File: src/rtl/uart_rx_block.sv
`default_nettype none
// ============================================================================
// Module      : uart_rx_block
// Description : 8N1 UART receiver with block assembly. The serial input is
//               double-flopped, start bits are validated at mid-bit, data
//               bits are sampled at mid-bit LSB first, and the stop bit is
//               checked. Accepted bytes are packed into BLOCK_BYTES-wide
//               blocks with the first received byte in the MSBs.
// Ports       : CLK100M       - system clock
//               CPU_RESETN    - synchronous active-low reset
//               UART_RXD      - asynchronous serial input, idle high
//               I_BLOCK_CLR   - flush the partial block (wins over a store)
//               O_RX_OUT      - last accepted byte
//               O_RX_VLD      - one-cycle pulse per accepted byte
//               O_FRAME_ERROR - one-cycle pulse when the stop bit reads 0
//               O_BLOCK       - last completed block
//               O_BLOCK_VLD   - one-cycle pulse when O_BLOCK updates
//               O_BUSY        - high while a frame is in progress
// Parameters  : CLKS_PER_BIT >= 4, BLOCK_BYTES >= 2
// Revision    : 1.0 - initial release
// ============================================================================
module uart_rx_block #(
    parameter int CLKS_PER_BIT = 868,
    parameter int BLOCK_BYTES  = 16
) (
    input  logic                     CLK100M,
    input  logic                     CPU_RESETN,
    input  logic                     UART_RXD,
    input  logic                     I_BLOCK_CLR,
    output logic [7:0]               O_RX_OUT,
    output logic                     O_RX_VLD,
    output logic                     O_FRAME_ERROR,
    output logic [8*BLOCK_BYTES-1:0] O_BLOCK,
    output logic                     O_BLOCK_VLD,
    output logic                     O_BUSY
);

    localparam int c_CNT_W = $clog2(CLKS_PER_BIT);
    localparam int c_BLK_W = 8 * BLOCK_BYTES;
    localparam int c_IDX_W = $clog2(BLOCK_BYTES);

    localparam logic [c_CNT_W-1:0] c_CNT_HALF = c_CNT_W'(CLKS_PER_BIT / 2 - 1);
    localparam logic [c_CNT_W-1:0] c_CNT_FULL = c_CNT_W'(CLKS_PER_BIT - 1);
    localparam logic [c_IDX_W-1:0] c_IDX_LAST = c_IDX_W'(BLOCK_BYTES - 1);

    typedef enum logic [2:0] {
        ST_RESYNC = 3'd0,
        ST_IDLE   = 3'd1,
        ST_START  = 3'd2,
        ST_DATA   = 3'd3,
        ST_STOP   = 3'd4
    } state_t;

    state_t               r_state;
    state_t               w_state_next;
    logic                 r_rxd_meta;
    logic                 r_rxd_s;
    logic [c_CNT_W-1:0]   r_cnt;
    logic [2:0]           r_bit;
    logic [7:0]           r_shift;
    logic [c_IDX_W-1:0]   r_byte_idx;
    logic [c_BLK_W-1:0]   r_asm;
    logic [7:0]           r_rx_out;
    logic                 r_rx_vld;
    logic                 r_frame_err;
    logic [c_BLK_W-1:0]   r_block;
    logic                 r_block_vld;

    logic                 w_cnt_clr;
    logic                 w_bit_clr;
    logic                 w_shift_en;
    logic                 w_accept;
    logic                 w_ferr;
    logic                 w_busy;
    logic [c_BLK_W-1:0]   w_ins;

    // Two-flop synchroniser; both flops reset to the idle (high) level.
    always_ff @(posedge CLK100M) begin
        if (!CPU_RESETN) begin
            r_rxd_meta <= 1'b1;
            r_rxd_s    <= 1'b1;
        end else begin
            r_rxd_meta <= UART_RXD;
            r_rxd_s    <= r_rxd_meta;
        end
    end

    always_ff @(posedge CLK100M) begin
        if (!CPU_RESETN) begin
            r_state <= ST_RESYNC;
        end else begin
            r_state <= w_state_next;
        end
    end

    always_comb begin
        w_state_next = r_state;
        w_cnt_clr    = 1'b0;
        w_bit_clr    = 1'b0;
        w_shift_en   = 1'b0;
        w_accept     = 1'b0;
        w_ferr       = 1'b0;
        case (r_state)
            ST_RESYNC: begin
                if (r_rxd_s) begin
                    w_state_next = ST_IDLE;
                end
            end
            ST_IDLE: begin
                if (!r_rxd_s) begin
                    w_state_next = ST_START;
                    w_cnt_clr    = 1'b1;
                end
            end
            ST_START: begin
                // A start bit that is no longer low at mid-bit is a glitch.
                if (r_cnt == c_CNT_HALF) begin
                    w_cnt_clr = 1'b1;
                    if (!r_rxd_s) begin
                        w_state_next = ST_DATA;
                        w_bit_clr    = 1'b1;
                    end else begin
                        w_state_next = ST_IDLE;
                    end
                end
            end
            ST_DATA: begin
                if (r_cnt == c_CNT_FULL) begin
                    w_cnt_clr  = 1'b1;
                    w_shift_en = 1'b1;
                    if (r_bit == 3'd7) begin
                        w_state_next = ST_STOP;
                    end
                end
            end
            ST_STOP: begin
                // Leaving at mid-stop lets a start bit directly follow.
                if (r_cnt == c_CNT_FULL) begin
                    w_cnt_clr = 1'b1;
                    if (r_rxd_s) begin
                        w_accept     = 1'b1;
                        w_state_next = ST_IDLE;
                    end else begin
                        w_ferr       = 1'b1;
                        w_state_next = ST_RESYNC;
                    end
                end
            end
            default: begin
                w_state_next = ST_RESYNC;
            end
        endcase
    end

    assign w_busy = (r_state == ST_START) || (r_state == ST_DATA) || (r_state == ST_STOP);

    always_ff @(posedge CLK100M) begin
        if (!CPU_RESETN) begin
            r_cnt   <= '0;
            r_bit   <= '0;
            r_shift <= '0;
        end else begin
            if (w_cnt_clr) begin
                r_cnt <= '0;
            end else if (w_busy) begin
                r_cnt <= r_cnt + 1'b1;
            end
            if (w_bit_clr) begin
                r_bit <= '0;
            end else if (w_shift_en) begin
                r_bit <= r_bit + 1'b1;
            end
            if (w_shift_en) begin
                r_shift <= {r_rxd_s, r_shift[7:1]};
            end
        end
    end

    // Current byte placed at its slot: index 0 lands in the top byte.
    assign w_ins = {r_shift, {(c_BLK_W - 8){1'b0}}} >> {r_byte_idx, 3'b000};

    always_ff @(posedge CLK100M) begin
        if (!CPU_RESETN) begin
            r_rx_out    <= '0;
            r_rx_vld    <= 1'b0;
            r_frame_err <= 1'b0;
            r_block     <= '0;
            r_block_vld <= 1'b0;
            r_byte_idx  <= '0;
            r_asm       <= '0;
        end else begin
            r_rx_vld    <= w_accept;
            r_frame_err <= w_ferr;
            r_block_vld <= 1'b0;
            if (w_accept) begin
                r_rx_out <= r_shift;
            end
            // Clear has priority: a byte accepted in the same cycle is dropped.
            if (I_BLOCK_CLR) begin
                r_byte_idx <= '0;
                r_asm      <= '0;
            end else if (w_accept) begin
                if (r_byte_idx == c_IDX_LAST) begin
                    r_block     <= r_asm | w_ins;
                    r_block_vld <= 1'b1;
                    r_byte_idx  <= '0;
                    r_asm       <= '0;
                end else begin
                    r_asm      <= r_asm | w_ins;
                    r_byte_idx <= r_byte_idx + 1'b1;
                end
            end
        end
    end

    assign O_RX_OUT      = r_rx_out;
    assign O_RX_VLD      = r_rx_vld;
    assign O_FRAME_ERROR = r_frame_err;
    assign O_BLOCK       = r_block;
    assign O_BLOCK_VLD   = r_block_vld;
    assign O_BUSY        = w_busy;

endmodule
`default_nettype wire

File: config.mk
export PLATFORM = sky130hd
export DESIGN_NAME = uart_rx_block
export DESIGN_NICKNAME = d
export VERILOG_FILES = /design/src/rtl/uart_rx_block.sv
export SDC_FILE = /design/constraint.sdc
export NUM_CORES = 1
export LEC_CHECK = 0
export CAP_MARGIN = 15
export CORE_MARGIN = 5
export CORE_UTILIZATION = 45
export DETAILED_ROUTE_END_ITERATION = 8
export DONT_BUFFER_PORTS = 1
export SYNTH_ARGS = -nofsm -noshare
export SYNTH_HDL_FRONTEND = slang
export SYNTH_SLANG_ARGS = --single-unit
File: constraint.sdc
create_clock -name CLK100M -period 5.15 [get_ports CLK100M]
set_input_delay 1.03 -clock CLK100M [delete_from_list [all_inputs] [get_ports CLK100M]]
set_output_delay 1.03 -clock CLK100M [all_outputs]
set_load 0.005 [all_outputs]
## Yosys cells after proc, flatten, opt, wreduce, memory -nomap -nowiden

Cells that the tools add are included.

- Equality and inequality tests: 14
- Shift operators: 1
- $add $sub $neg: 3
- Bitwise gates (word level): 4
- Mux-type cells: 22
- Reductions and logical operators: 11

Operators by type and width:

| kind | number |
|---|---|
| 128-bit 2-to-1 mux | 1 |
| 128-bit bitwise OR | 1 |
| 128-bit by 7-bit >> shifter with 128-bit output | 1 |
| 3-bit 2-to-1 mux | 6 |
| 3-bit one-hot mux with 5 select lines | 1 |
| 2-bit inequality test (second input constant) | 6 |
| 1-bit 2-to-1 mux | 11 |
| 10-bit by 1-bit adder with 10-bit output (second input constant) | 1 |
| 10-bit equality test (second input constant) | 1 |
| 10-bit by 9-bit equality test with 1-bit output (second input constant) | 1 |
| 2-bit OR reduction | 4 |
| 3-bit by 2-bit equality test with 1-bit output (second input constant) | 2 |
| 3-bit equality test (second input constant) | 2 |
| 3-bit AND reduction | 2 |
| 6-bit AND reduction | 1 |
| 4-bit by 1-bit adder with 4-bit output (second input constant) | 1 |
| 4-bit equality test (second input constant) | 1 |
| 4-bit 2-to-1 mux | 1 |
| 3-bit by 1-bit adder with 3-bit output (second input constant) | 1 |
| 3-bit by 1-bit equality test with 1-bit output (second input constant) | 1 |
| 3-bit zero test | 1 |
| 1-bit inverter | 3 |
| 1-bit one-hot mux with 3 select lines | 1 |
| 3-bit OR reduction | 1 |
| 2 further kinds | 3 |

- Input bits: 4
- Flip-flop bits (word level): 297
- Output and inout bits: 140

## Depth between registers and ports, before layout

Gate-level depths: netlist of run 1.

- Depth after elaboration: 5
- Mapped depth: 8

## Worst setup path before layout of run 1

No wires, ideal clock.

- Kind: register to register
- From: register r_cnt[2]
- To: register r_block[118], in the netlist O_BLOCK[118]
- Arrival time: 2.096 ns
- Stages on the path, launching flop included: 9
- Clock period less this slack: 2.228 ns
- Required time: 5.018 ns
- Path slack: 2.922 ns
- Cells stage by stage: dfxtp_1 or4b_1 buf_4 or4_1 buf_2 buf_6 buf_6 o21ai_1 a21oi_1

- Longest elaborated chain between the ends: 4

RTL lines:

| element | line | RTL |
|---|---|---|
| from (decl) | 58 | `logic [c_CNT_W-1:0] r_cnt;` |
| from (signal assigned) | 166 | `r_cnt <= r_cnt + 1'b1;` |
| 10-bit equality test | 138 | `if (r_cnt == c_CNT_FULL) begin` |
| 1-bit 2-to-1 mux | 138 |  |
| 1-bit 2-to-1 mux | 103 | `case (r_state)` |
| 3-bit AND reduction (no source line) | - |  |
| to (signal assigned) | 204 | `r_block <= r_asm \| w_ins;` |
| to (decl) | 66 | `logic [c_BLK_W-1:0] r_block;` |

Every way passes these cells.
A chain may end at the register's enable or synchronous reset.

## Worst setup path after layout of run 1

- From: register r_cnt[2]
- To: register r_block[15], in the netlist O_BLOCK[15]

The elaborated chain is that of the path after synthesis.

==> results of run 1 <==
## power by group
| group | leakage (nW) | switching (mW) | internal (mW) |
|---|---|---|---|
| clock network | 0.533 | 0.904 | 1.40 |
| registers | 2.39 | 0.00452 | 2.30 |
| logic | 0.954 | 0.0436 | 0.00923 |
| total | 3.88 | 0.952 | 3.71 |
## cell usage after synthesis (2+ instances only)
cell / number / area (µm²)
nand2b_1: 7 / 43.8
nor2_1: 155 / 582
buf_6: 2 / 22.5
or4_1: 3 / 22.5
o21ai_1: 9 / 45.0
a211oi_1: 43 / 323
nand2_1: 25 / 93.8
dfxtp_1: 297 / 5950
nor4_1: 3 / 18.8
nand3b_1: 3 / 22.5
a31oi_1: 136 / 851
ha_1: 5 / 62.6
or3_1: 3 / 18.8
nor3b_1: 9 / 67.6
xnor2_1: 6 / 52.6
o21ai_0: 83 / 415
mux2i_1: 10 / 100
a21oi_1: 177 / 886
nand3_1: 90 / 450
and2_1: 20 / 125
o2111ai_1: 2 / 17.5
buf_2: 38 / 190
inv_1: 4 / 15.0
a2111oi_0: 2 / 17.5
and3_1: 11 / 68.8
nor2b_1: 6 / 37.5
xor2_1: 3 / 26.3
clkbuf_1: 86 / 323
nor4_2: 3 / 37.5
or4bb_1: 2 / 22.5
## worst register-to-register path: stages (launching register included)
cell,delay [ns]
dfxtp_1,0.37
or4b_1,0.77
nor4_4,0.31
buf_4,0.47
and3_1,0.66
buf_4,0.42
a211oi_1,0.15
## metrics by stage
| stage | setup slack (ns) | utilization, % | hold slack, ns |
|---|---|---|---|
| 3_5_place_dp | 1.86 | 45.9 | 0.415 |
| 2_1_floorplan | 2.92 | - | 0.386 |
| 5_1_grt | 1.66 | 50.3 | 0.435 |
| 3_3_place_gp | 1.94 | 45.9 | 0.415 |
| 4_1_cts | 1.87 | 50.3 | 0.431 |
| 6_report | 1.85 | 50.3 | 0.424 |
## worst paths after layout
| kind | slack [ns] | depth (start not counted) | endpoint | startpoint |
|---|---|---|---|---|
| worst max-delay path | 1.85 | 6 | O_BLOCK[15]$_SDFFE_PN0P_ | r_cnt[2]$_SDFFE_PP0P_ |
| worst max register to register | 1.85 | 6 | O_BLOCK[15]$_SDFFE_PN0P_ | r_cnt[2]$_SDFFE_PP0P_ |
| worst min register to register | 0.42 | 1 | r_rxd_s$_SDFF_PN1_ | r_rxd_meta$_SDFF_PN1_ |
| worst min-delay path | 0.42 | 1 | r_rxd_s$_SDFF_PN1_ | r_rxd_meta$_SDFF_PN1_ |
## area by class of cell
class	count	share of cell area [%]
well taps	324	3.33
inverters	5	0.175
flip-flops and latches	297	48.8
multi-input cells	832	37.8
repair buffers	18	1.11
clock buffers	47	7.75
clock inverters	8	1.04
## per-layer routing
layer,vias up,global-route usage (%)
met5,-,0
met4,0,6.12
met3,53,5.48
met2,313,31.6
met1,4401,31.4
li1,4394,-
## registers in the layout, summed over array words and instances (netlist names), 3 cells and up
signal and count:
O_BLOCK 128, r_asm 128, r_cnt 10, O_RX_OUT 8, r_shift 8, r_byte_idx 4
r_bit 3, r_state 3
## cells by family after synthesis
family                   after synthesis  share of synthesized area (%)
XOR/XNOR                               9                          0.712
multiplexers                          10                          0.904
AO/OA/AOI/OAI                        462                           23.9
AND/OR/NAND/NOR                      346                           15.1
buffers and inverters                132                           5.07
flip-flops                           297                           53.7
adder cells (fa/ha/maj)                5                          0.565
==> metrics.md, run 1 <==
| Metric | Value |
|---|---|
| Status | `complete, no violations` |
| TritonCTS Buffers | `30` |
| DRT Wirelength | `roughly 32000 µm` |
| Fin. max-slew vios | `0` |
| Routed met3 length | `roughly 2800 µm` |
| CTS tree | `built` |
| WL per Instance | `between 20 and 25 µm` |
| Synth unique cells | `48` |
| Max VDD drop | `between 0.0002 and 0.00025 V` |
| Boundary pin count | `between 100 and 150` |
| DRC viols | `0` |
| Async SR Flop Fraction | `0%` |
| Vias in the first global route | `approximately 8300` |
| EDFF count, synth | `0` |
| Top layer in use | `met4` |
| Total number of vias | `9161` |
| First-pass GRT wire length | `between 40000 and 50000 µm` |
| Max Fclk | `around 0.30 GHz` |
| Syn nets | `roughly 1300` |
| Core box area | `0.0242 mm²` |
| Main synth FF type | `dfxtp_1` |
| Max cap viols | `0` |
| Footprint of the multi-input gates | `0.00461 mm²` |
| Worst slew pin tran | `between 1 and 1.5 ns` |
| Crit-path cells | `or4b_1 -> nor4_4 -> buf_4 -> and3_1 -> buf_4 -> a211oi_1` |
| Critical path type | `flip-flop to flip-flop` |
| Post-layout minimum cycle time | `3.30 ns` |
| Register bit total from synthesis | `297` |
| WP data required | `between 5 and 6 ns` |
| Largest net degree at the start of global routing | `109` |
| Post-DP HPWL | `between 15000 and 20000 µm` |
| Final #Nets | `~1200` |
| Horiz. Die Dim | `167 µm` |
| Post-route cell area | `0.0122 mm²` |
| Share of cells above drive strength 1 | `6.88%` |
| Synthesized area | `roughly 0.011 mm²` |
| Pre-antenna DRT Iters | `5` |
| RSZ-0062 raised after global routing | `false` |
| WL met2 | `between 10000 and 15000 µm` |
| Vias per cell | `approximately 6.0` |
| Total chip power | `4.66 mW` |
| Crit path DAT | `~3.7 ns` |
| Initial Utilization | `around 46%` |
| # Post-CTS Setup Buffers | `0` |
| Antenna-violating nets left | `0` |
| Met1 WL | `14400 µm` |
| Initial antenna violation count | `0` |
| N_diodes | `0` |
| Post-CTS sizing | `0` |
| Commonest non-fill, non-tap cells in the layout | `dfxtp_1 (297), a21oi_1 (177), nor2_1 (153), a31oi_1 (136), nand3_1 (90)` |
| Largest delay contributor family on the critical path | `simple AND/OR/NAND/NOR gates` |
| Syn Inst Count | `1261` |
| Worst path bufs/invs | `2` |
| Pwr Density | `roughly 380 mW/mm²` |
| Max Root-Sink Buffers | `3` |
| Max H-tree Level | `1` |
| Post-synthesis sequential area ratio | `53.7%` |
| Dpl cell area | `roughly 0.011 mm²` |
| P_leak | `between 3 and 4 nW` |
| Port bufs | `0` |
| Synthesized area per cell | `~9 µm²` |
| Die H | `around 170 µm` |
| Number of cells after detailed placement | `around 1500` |
| Row cnt | `57` |
| Setup Viol. Count Final | `0` |
| Critical Path Sink Type | `flip-flop` |
| Reg area | `just under 0.006 mm²` |
| Final std cells w/o fill | `between 1500 and 2000` |
| Clock slew at reported path FFs | `0.06 ns` |
| Maximum net fanout on the critical path | `42` |
| Final global-route overflow total | `0` |
| Crit-path most repeated cell | `buf_4` |
| Clock latency on the worst-skew pair | `about 0.56 ns` |
| DRT iter0 DRCs | `roughly 760` |
| Fin Setup TNS | `0 ns` |
| Worst Hold Class | `flip-flop to flip-flop` |
| Clock root buffer | `clkbuf_16` |
| Clk_skew | `0.0160 ns` |
| Filler cell count | `2307` |
| Gr usage total | `between 20% and 30%` |
| Die area | `0.0278 mm²` |
| Final Hold Vio Count | `0` |
| Post-CTS Hold Fix Bufs | `0` |
| Worst-path cell with the longest stage delay | `or4b_1` |
| Tcrit/Tclk final | `roughly 64%` |
| Most common cell after layout, fill and taps aside | `dfxtp_1` |
| Critical Path Start Type | `flip-flop` |
| Yosys warning count | `0` |
| Rel. slew slack | `around 24%` |
| Largest stage delay, worst path | `~0.77 ns` |
| TritonCTS sink count | `around 300` |
| Area growth syn-to-layout | `10.1%` |
| GP Congestion | `0.821` |
No activity file was read; power rests on OpenSTA's default activity.
==> inputs of run 2 (changes only) <==
==> constraint.sdc (replaced) <==
create_clock -name CLK100M -period 3.37 [get_ports CLK100M]
set_input_delay 0.674 -clock CLK100M [delete_from_list [all_inputs] [get_ports CLK100M]]
set_output_delay 0.674 -clock CLK100M [all_outputs]
set_load 0.005 [all_outputs]
==> run 2 against run 1 <==
Effect of this change: maximum frequency is 18% higher; sequential share of layout area down 0.75 points; sequential power grew 53%; final cell count is 1.0% higher; global-route usage hardly changed; combinational power rose by 62%; critical path depth decreased by 1; first-iteration DRC count rose by 20%; highest routed layer unchanged.
==> metrics.md, run 2 (synthesis results as in run 1) <==
| Metric | Value |
|---|---|
| Worst path bufs/invs | `1` |
| Crit-path cells | `or4bb_1 -> or4_2 -> buf_4 -> o21ai_0 -> a21oi_1` |
| TritonCTS sink count | `approximately 300` |
| Vias in the first global route | `8420` |
| Die H | `about 170 µm` |
| Fin. max-slew vios | `0` |
| Antenna-violating nets left | `0` |
| TritonCTS Buffers | `31` |
| Share of cells above drive strength 1 | `between 7 and 8%` |
| Switching Share | `between 10% and 20%` |
| Initial Utilization | `between 40% and 50%` |
| DRT Wirelength | `about 32000 µm` |
| Internal power | `5.82 mW` |
| P_leak | `about 4 nW` |
| Net Switching | `roughly 1.4 mW` |
| Gr usage total | `21.6%` |
| Post-DP HPWL | `19600 µm` |
| Commonest non-fill, non-tap cells in the layout | `dfxtp_1 (297), a21oi_1 (177), nor2_1 (153), a31oi_1 (136), nand3_1 (90)` |
| CTS tree | `built` |
| Clock latency on the worst-skew pair | `roughly 0.55 ns` |
| # Post-CTS Setup Buffers | `0` |
| Comb pwr share | `1.2%` |
| Core box area | `between 0.02 and 0.025 mm²` |
| DRC viols | `0` |
| Largest net degree at the start of global routing | `90` |
| Vias per cell | `between 5 and 6` |
| Post-CTS Hold Fix Bufs | `0` |
| Critical Path Sink Type | `flip-flop` |
| Final global-route overflow total | `0` |
| Filler cell count | `approximately 2300` |
| Fin Setup TNS | `0 ns` |
| Dpl ws | `0.622 ns` |
| Clk_skew | `around 0.0085 ns` |
| Crit path DAT | `~3.2 ns` |
| Tcrit/Tclk final | `about 83%` |
| Die area | `roughly 0.028 mm²` |
| Dpl cell area | `between 0.01 and 0.015 mm²` |
| Rel. slew slack | `34.3%` |
| Largest delay contributor family on the critical path | `simple AND/OR/NAND/NOR gates` |
| Reg power frac | `about half` |
| WL per Instance | `20.4 µm` |
| Pre-antenna DRT Iters | `5` |
| Pwr Density | `around 590 mW/mm²` |
| Clock slew at reported path FFs | `0.06 ns` |
| First-pass GRT wire length | `50100 µm` |
| Reg area | `between 0.005 and 0.006 mm²` |
| Worst Hold Class | `primary input to flip-flop` |
| Port bufs | `0` |
| Post-route cell area | `roughly 0.012 mm²` |
| Final worst slack | `slightly below 0.6 ns` |
| Final #Nets | `between 1000 and 1500` |
| Horiz. Die Dim | `about 170 µm` |
| Initial antenna violation count | `0` |
| RSZ-0062 raised after global routing | `false` |
| Largest stage delay, worst path | `about 0.65 ns` |
| GP Congestion | `0.796` |
| Max H-tree Level | `1` |
| WP data required | `around 3.8 ns` |
| Setup Viol. Count Final | `0` |
| Max VDD drop | `0.000388 V` |
| Most common cell after layout, fill and taps aside | `dfxtp_1` |
| Clock root buffer | `clkbuf_16` |
| Critical Path Start Type | `flip-flop` |
| N_diodes | `0` |
| Critical path type | `flip-flop to flip-flop` |
| Maximum net fanout on the critical path | `between 80 and 90` |
| Max cap viols | `0` |
| Worst-path cell with the longest stage delay | `or4_2` |
| Max Root-Sink Buffers | `3` |
| Post-CTS sizing | `0` |
| Clock share of power | `50.4%` |
| Post-layout minimum cycle time | `~2.8 ns` |
| Worst slew pin tran | `roughly 0.98 ns` |
| Max Fclk | `approximately 0.36 GHz` |
| Area growth syn-to-layout | `11.8%` |
| Boundary pin count | `about 140` |
| Footprint of the multi-input gates | `roughly 0.0046 mm²` |
| Final Hold Vio Count | `0` |
| Total number of vias | `about 9200` |
| Status | `complete, no violations` |
| Row cnt | `57` |
| DRT iter0 DRCs | `slightly above 900` |
## run 2: cell count changes in the layout (fill, tap and decap cells not counted), sizes merged
cell and delta:
buf +14, clkinv -3, bufinv +2, clkbuf +2, inv +1
## run 2: worst paths after layout
path | from | endpoint | slack, ns | cells past startpoint
max | r_state[2]$_SDFFE_PN0P_ | O_BLOCK[110]$_SDFFE_PN0P_ | 0.59 | 5
max reg2reg | r_state[2]$_SDFFE_PN0P_ | O_BLOCK[110]$_SDFFE_PN0P_ | 0.59 | 5
min reg2reg | r_rxd_meta$_SDFF_PN1_ | r_rxd_s$_SDFF_PN1_ | 0.43 | 1
min | CPU_RESETN | r_rxd_meta$_SDFF_PN1_ | 0.20 | 1
## run 2: power by group through the flow
| stage | Combinational [mW] | Clock [mW] | Sequential (mW) |
|---|---|---|---|
| 4_1_cts | 0.0864 | 3.73 | 3.52 |
| 2_1_floorplan | 0.0673 | 0 | 3.59 |
| 6_report | 0.0859 | 3.66 | 3.52 |
| 3_5_place_dp | 0.0862 | 0 | 3.60 |
| 3_3_place_gp | 0.0866 | 0 | 3.60 |
| 5_1_grt | 0.0944 | 3.89 | 3.52 |
## run 2: worst register-to-register path: cells and delay by family, from the launching register on
kind / cells / cell delay [ns]
simple gates: 2 / 1.26
flops: 1 / 0.54
compound gates: 2 / 0.50
buf+inv: 1 / 0.33
## run 2: layout make-up
cell class / count / area share (%)
Tap cell: 324 / 3.27
Timing Repair Buffer: 32 / 2.34
Clock buffer: 49 / 7.62
Inverter: 5 / 0.172
Sequential cell: 297 / 48.0
Clock inverter: 8 / 1.36
Multi-Input combinational cell: 832 / 37.2
## run 2: through the flow
step	power (mW)	utilization, %	hold slack, ns	instances
CTS	7.33	51.1	0.181	1547
global route	7.50	51.1	0.178	1547
finish	7.27	51.1	0.197	1547
detailed placement	3.69	46.5	0.422	1490
floorplan	3.66	-	0.386	1261
global placement	3.69	46.5	0.423	1490
## run 2: per-layer routing
| metal | routed length (µm) | vias up | GRT usage (%) |
|---|---|---|---|
| met3 | 2640 | 27 | 6.09 |
| met4 | 347 | 0 | 3.74 |
| li1 | - | 4420 | - |
| met1 | 14700 | 4426 | 31.5 |
| met5 | 0 | - | 0 |
| met2 | 13900 | 277 | 32.4 |
==> edit 1, RTL diff (settings of run 2) <==
The output `O_FRAME_ERROR` loses its register stage (`r_frame_err` becomes a continuous assignment).
--- a/src/rtl/uart_rx_block.sv
+++ b/src/rtl/uart_rx_block.sv
@@ -183,14 +183,12 @@
         if (!CPU_RESETN) begin
             r_rx_out    <= '0;
             r_rx_vld    <= 1'b0;
-            r_frame_err <= 1'b0;
             r_block     <= '0;
             r_block_vld <= 1'b0;
             r_byte_idx  <= '0;
             r_asm       <= '0;
         end else begin
             r_rx_vld    <= w_accept;
-            r_frame_err <= w_ferr;
             r_block_vld <= 1'b0;
             if (w_accept) begin
                 r_rx_out <= r_shift;
@@ -213,6 +211,8 @@
         end
     end
 
+    assign r_frame_err = w_ferr;
+
     assign O_RX_OUT      = r_rx_out;
     assign O_RX_VLD      = r_rx_vld;
     assign O_FRAME_ERROR = r_frame_err;
Check against the original RTL: same outputs for any inputs over 4 cycles, from zero or initial values and one cycle with CPU_RESETN low; that may be too few to reach the edited logic, so the function may still have changed.
==> edit 1 against run 2 <==
  * Largest cell class unchanged
  * Critical endpoint is now O_BLOCK[73]
  * Sequential share of layout area increased by 0.067 points
  * Total power down 5.1%
  * Sequential cell count decreased by 1
  * Via count down 8.3%
  * Synthesized area increased by 1.1%
  * Setup slack improved by 0.0089 ns
  * Design area is 0.47% lower
  * Wire length is 9.7% lower
  * Clock power fell by 9.6%
  * Largest power group is now registers
==> edit 1: results (changes against run 2) <==
Yosys
• dfxtp_1 53%, a21oi_1 12%, o211a_1 11%, nor2_1 5.2%, nand2_1 4.7% — most area-consuming cells after synthesis, was dfxtp_1 54%, a21oi_1 8.0%, a31oi_1 7.7%, nor2_1 5.3%, nand3_1 4.1%
• 9.16 um2 — average instance area after synthesis, was 8.78 um2
• 296 x dfxtp_1, 265 x a21oi_1, 156 x nor2_1, 139 x nand2_1, 128 x o211a_1 — commonest cells in the netlist, was 297 x dfxtp_1, 177 x a21oi_1, 155 x nor2_1, 136 x a31oi_1, 90 x nand3_1
• 44 — Cell variety after synth, was 48
• 296 — #FFs+latches synth, was 297

Setup path
• O_BLOCK[73] — worst flop-to-flop path endpoint, was O_BLOCK[110]
• 0.60 ns — Slowest Stage Delay on Critical Path, was 0.65 ns
• 49 — top fanout value on the critical path, was 89
• 7 — Worst R2R Path Depth, was 5
• 3.20 ns — Crit path arrival time, was 3.19 ns

Cells and area
• 0.0272 — Final non-clock buffer share, was 0.0234
• 1 — ant diodes, was 0
• 0.0803 — clock network area share, was 0.0898
• 808 — #MultiIn Comb, was 832
• 1517 — Non-Filler Instances, was 1547
• 0.378 — fraction of standard cell area in multi-input logic, was 0.372
• 42 — # clk buffers, was 49
• 2379 — FILL cells, was 2273
• 0.505 — utilization after layout, was 0.511

Route
• 28500 um — total wirelength of the detailed-routed design, was 31600 um
• 8395 — via count, was 9150
• 2060 um — met3 wire len, was 2640 um
• 12800 um — met2 WL post-DR, was 13900 um
• 615 — DRC marker count from the first detailed-route iteration, was 918

Timing
• 0.305 — tightest slew margin relative to the limit, was 0.343
• 0.210 ns — final hold slack, was 0.197 ns

Global routing
• 0.195 — gr usage total, was 0.216
• 45000 um — global-route wire length before repair, was 50100 um
• 0.0519 — met3 track utilization from global routing, was 0.0609
• 7755 — via count of the first global-routing pass, was 8420
• 156 — maximum number of pins on one net before global-route repair, was 90
• 0.272 — fraction of met1 tracks used by global routing, was 0.315

Min path
• UART_RXD — launch instance of the worst min-delay path, was CPU_RESETN

Placed design
• 0.714 ns — Setup Slack @ Placement, was 0.622 ns
• 17400 um — DP Wirelength, was 19600 um
• 0.799 — final weighted congestion in routability-driven placement, was 0.796
• 0.0113 mm2 — Area after DPL, about the same

Run status
• complete, no violations — outcome, unchanged

Die
• 0.0281 mm2 — die footprint, was 0.0278 mm2

[edit 1: cell types whose count changed after synthesis, sizes merged, moves of 7 or more]
| cell | before | now |
|---|---|---|
| a211oi | 43 | 4 |
| a21oi | 177 | 265 |
| a31oi | 136 | 1 |
| and2 | 20 | 1 |
| buf | 41 | 59 |
| clkbuf | 86 | 56 |
| nand2 | 25 | 140 |
| nand3 | 90 | 4 |
| nor2b | 6 | 20 |
| nor3 | 1 | 8 |
| nor3b | 9 | 2 |
| o211a | 0 | 128 |
| o21ai | 92 | 5 |
[edit 1: kinds of logic after synthesis]
logic type / count (synthesis) / synth area share
muxes: 12 / 0.0107
AOI/OAI and AO/OA: 410 / 0.244
adders and majority gates: 5 / 0.00559
buffers and inverters: 118 / 0.0572
xor gates and xnor gates: 11 / 0.00861
and+or+nand+nor: 370 / 0.145
DFF: 296 / 0.529
[edit 1: power breakdown]
part	switching, mW	internal [mW]	leakage (nW)
Clock	1.35	1.96	0.490
Sequential	0.0124	3.51	2.38
Combinational	0.0462	0.0252	2.88
==> edit 2, RTL diff (config.mk and constraints of run 2) <==
Made on the original files. `CLKS_PER_BIT`: 868 -> 434.
--- a/src/rtl/uart_rx_block.sv
+++ b/src/rtl/uart_rx_block.sv
@@ -20,7 +20,7 @@
 // Revision    : 1.0 - initial release
 // ============================================================================
 module uart_rx_block #(
-    parameter int CLKS_PER_BIT = 868,
+    parameter int CLKS_PER_BIT = 434,
     parameter int BLOCK_BYTES  = 16
 ) (
     input  logic                     CLK100M,
Formal check against the unedited RTL: no difference found for any inputs over 4 cycles, from zero or initial values and one cycle with CPU_RESETN low; that may be too few to reach the edited logic, so the function may still have changed.
==> edit 2 against run 2 <==
  * Largest power group is now registers
  * Highest routed layer unchanged
  * Total power down 3.5%
  * Design area down 1.3%
  * Sequential cell count down 1
  * Setup slack better by 0.30 ns
  * Wire length down 11%
  * Global-route usage down 2.0 points
  * Fmax up 12%
  * Synthesized area up 0.17%
==> edit 2: results (changes against run 2) <==
Yosys
• 0.223 — complex-gate fraction of the synthesized area, was 0.239
• 45 — Cell variety after synth, was 48
• 1256 — gate count of the mapped netlist, was 1261

Global routing
• 150 — maximum number of pins on one net before global-route repair, was 90
• 45300 um — global-route wire length before repair, was 50100 um
• 0.195 — gr usage total, was 0.216

Run status
• complete, no violations — outcome, unchanged

Route
• 8373 — via count, was 9150
• 28200 um — total wirelength of the detailed-routed design, was 31600 um

Power
• 3.42 mW — total clock network power, was 3.66 mW
• 0.204 — switching power share of the total, was 0.199
• 3.94 nW — static power due to leakage, was 3.98 nW
• 0.426 mV — Worst VDD drop, was 0.388 mV

Setup path
• nor3b_1 — Max stage delay cell, worst path, was or4_2
• 9 — top fanout value on the critical path, was 89
• O_BUSY — capturing element of the worst setup path, was O_BLOCK[110]
• 0.99 ns — FF-to-FF setup slack, was 0.59 ns
• O_BLOCK[54] — worst flop-to-flop path endpoint, was O_BLOCK[110]
• r_cnt[1] — startpoint of the lowest-slack register-to-register path, was r_state[2]

Placed design
• 17500 um — DP Wirelength, was 19600 um
• 0.862 ns — Setup Slack @ Placement, was 0.622 ns

Timing
• 0.883 ns — min setup slack post-route, was 0.587 ns
• 0.323 — tightest slew margin relative to the limit, was 0.343
• 0.0201 ns — final worst clock skew, was 0.00852 ns

Cells and area
• 1534 — Non-Filler Instances, was 1547
• 0.0810 — share of layout cells above drive strength 1, was 0.0777

-- edit 2: changes by cell type in the layout (fill, tap and decap cells not counted), moves of 4 or more --
cell and change:
and3b_1 +16, nor2_1 +127, o21ai_1 -9, o21ai_0 -78
nand2_1 -4, nor2b_1 -4, a21oi_2 +8, a211oi_1 +89
nand3_1 -85, a21oi_1 +80, a31oi_1 -128, buf_4 -6
and2_1 -18, clkbuf_8 -7
-- edit 2: layer usage --
layer / up-vias / track usage / routed length [um]
met3: 44 / 0.0514 / 2160
met5: - / 0 / 0
li1: 4251 / - / -
met2: 216 / 0.301 / 12400
met4: 0 / 0.0477 / 654
met1: 3862 / 0.275 / 12900
-- edit 2: cell type report --
type | instances | area [um2]
fill | 2304 | 12100
multi-input combinational | 826 | 4570
tap | 324 | 405
inverter | 6 | 25.0
timing repair buffer | 27 | 265
sequential | 296 | 5930
clock inverter | 12 | 174
clock buffer | 43 | 851
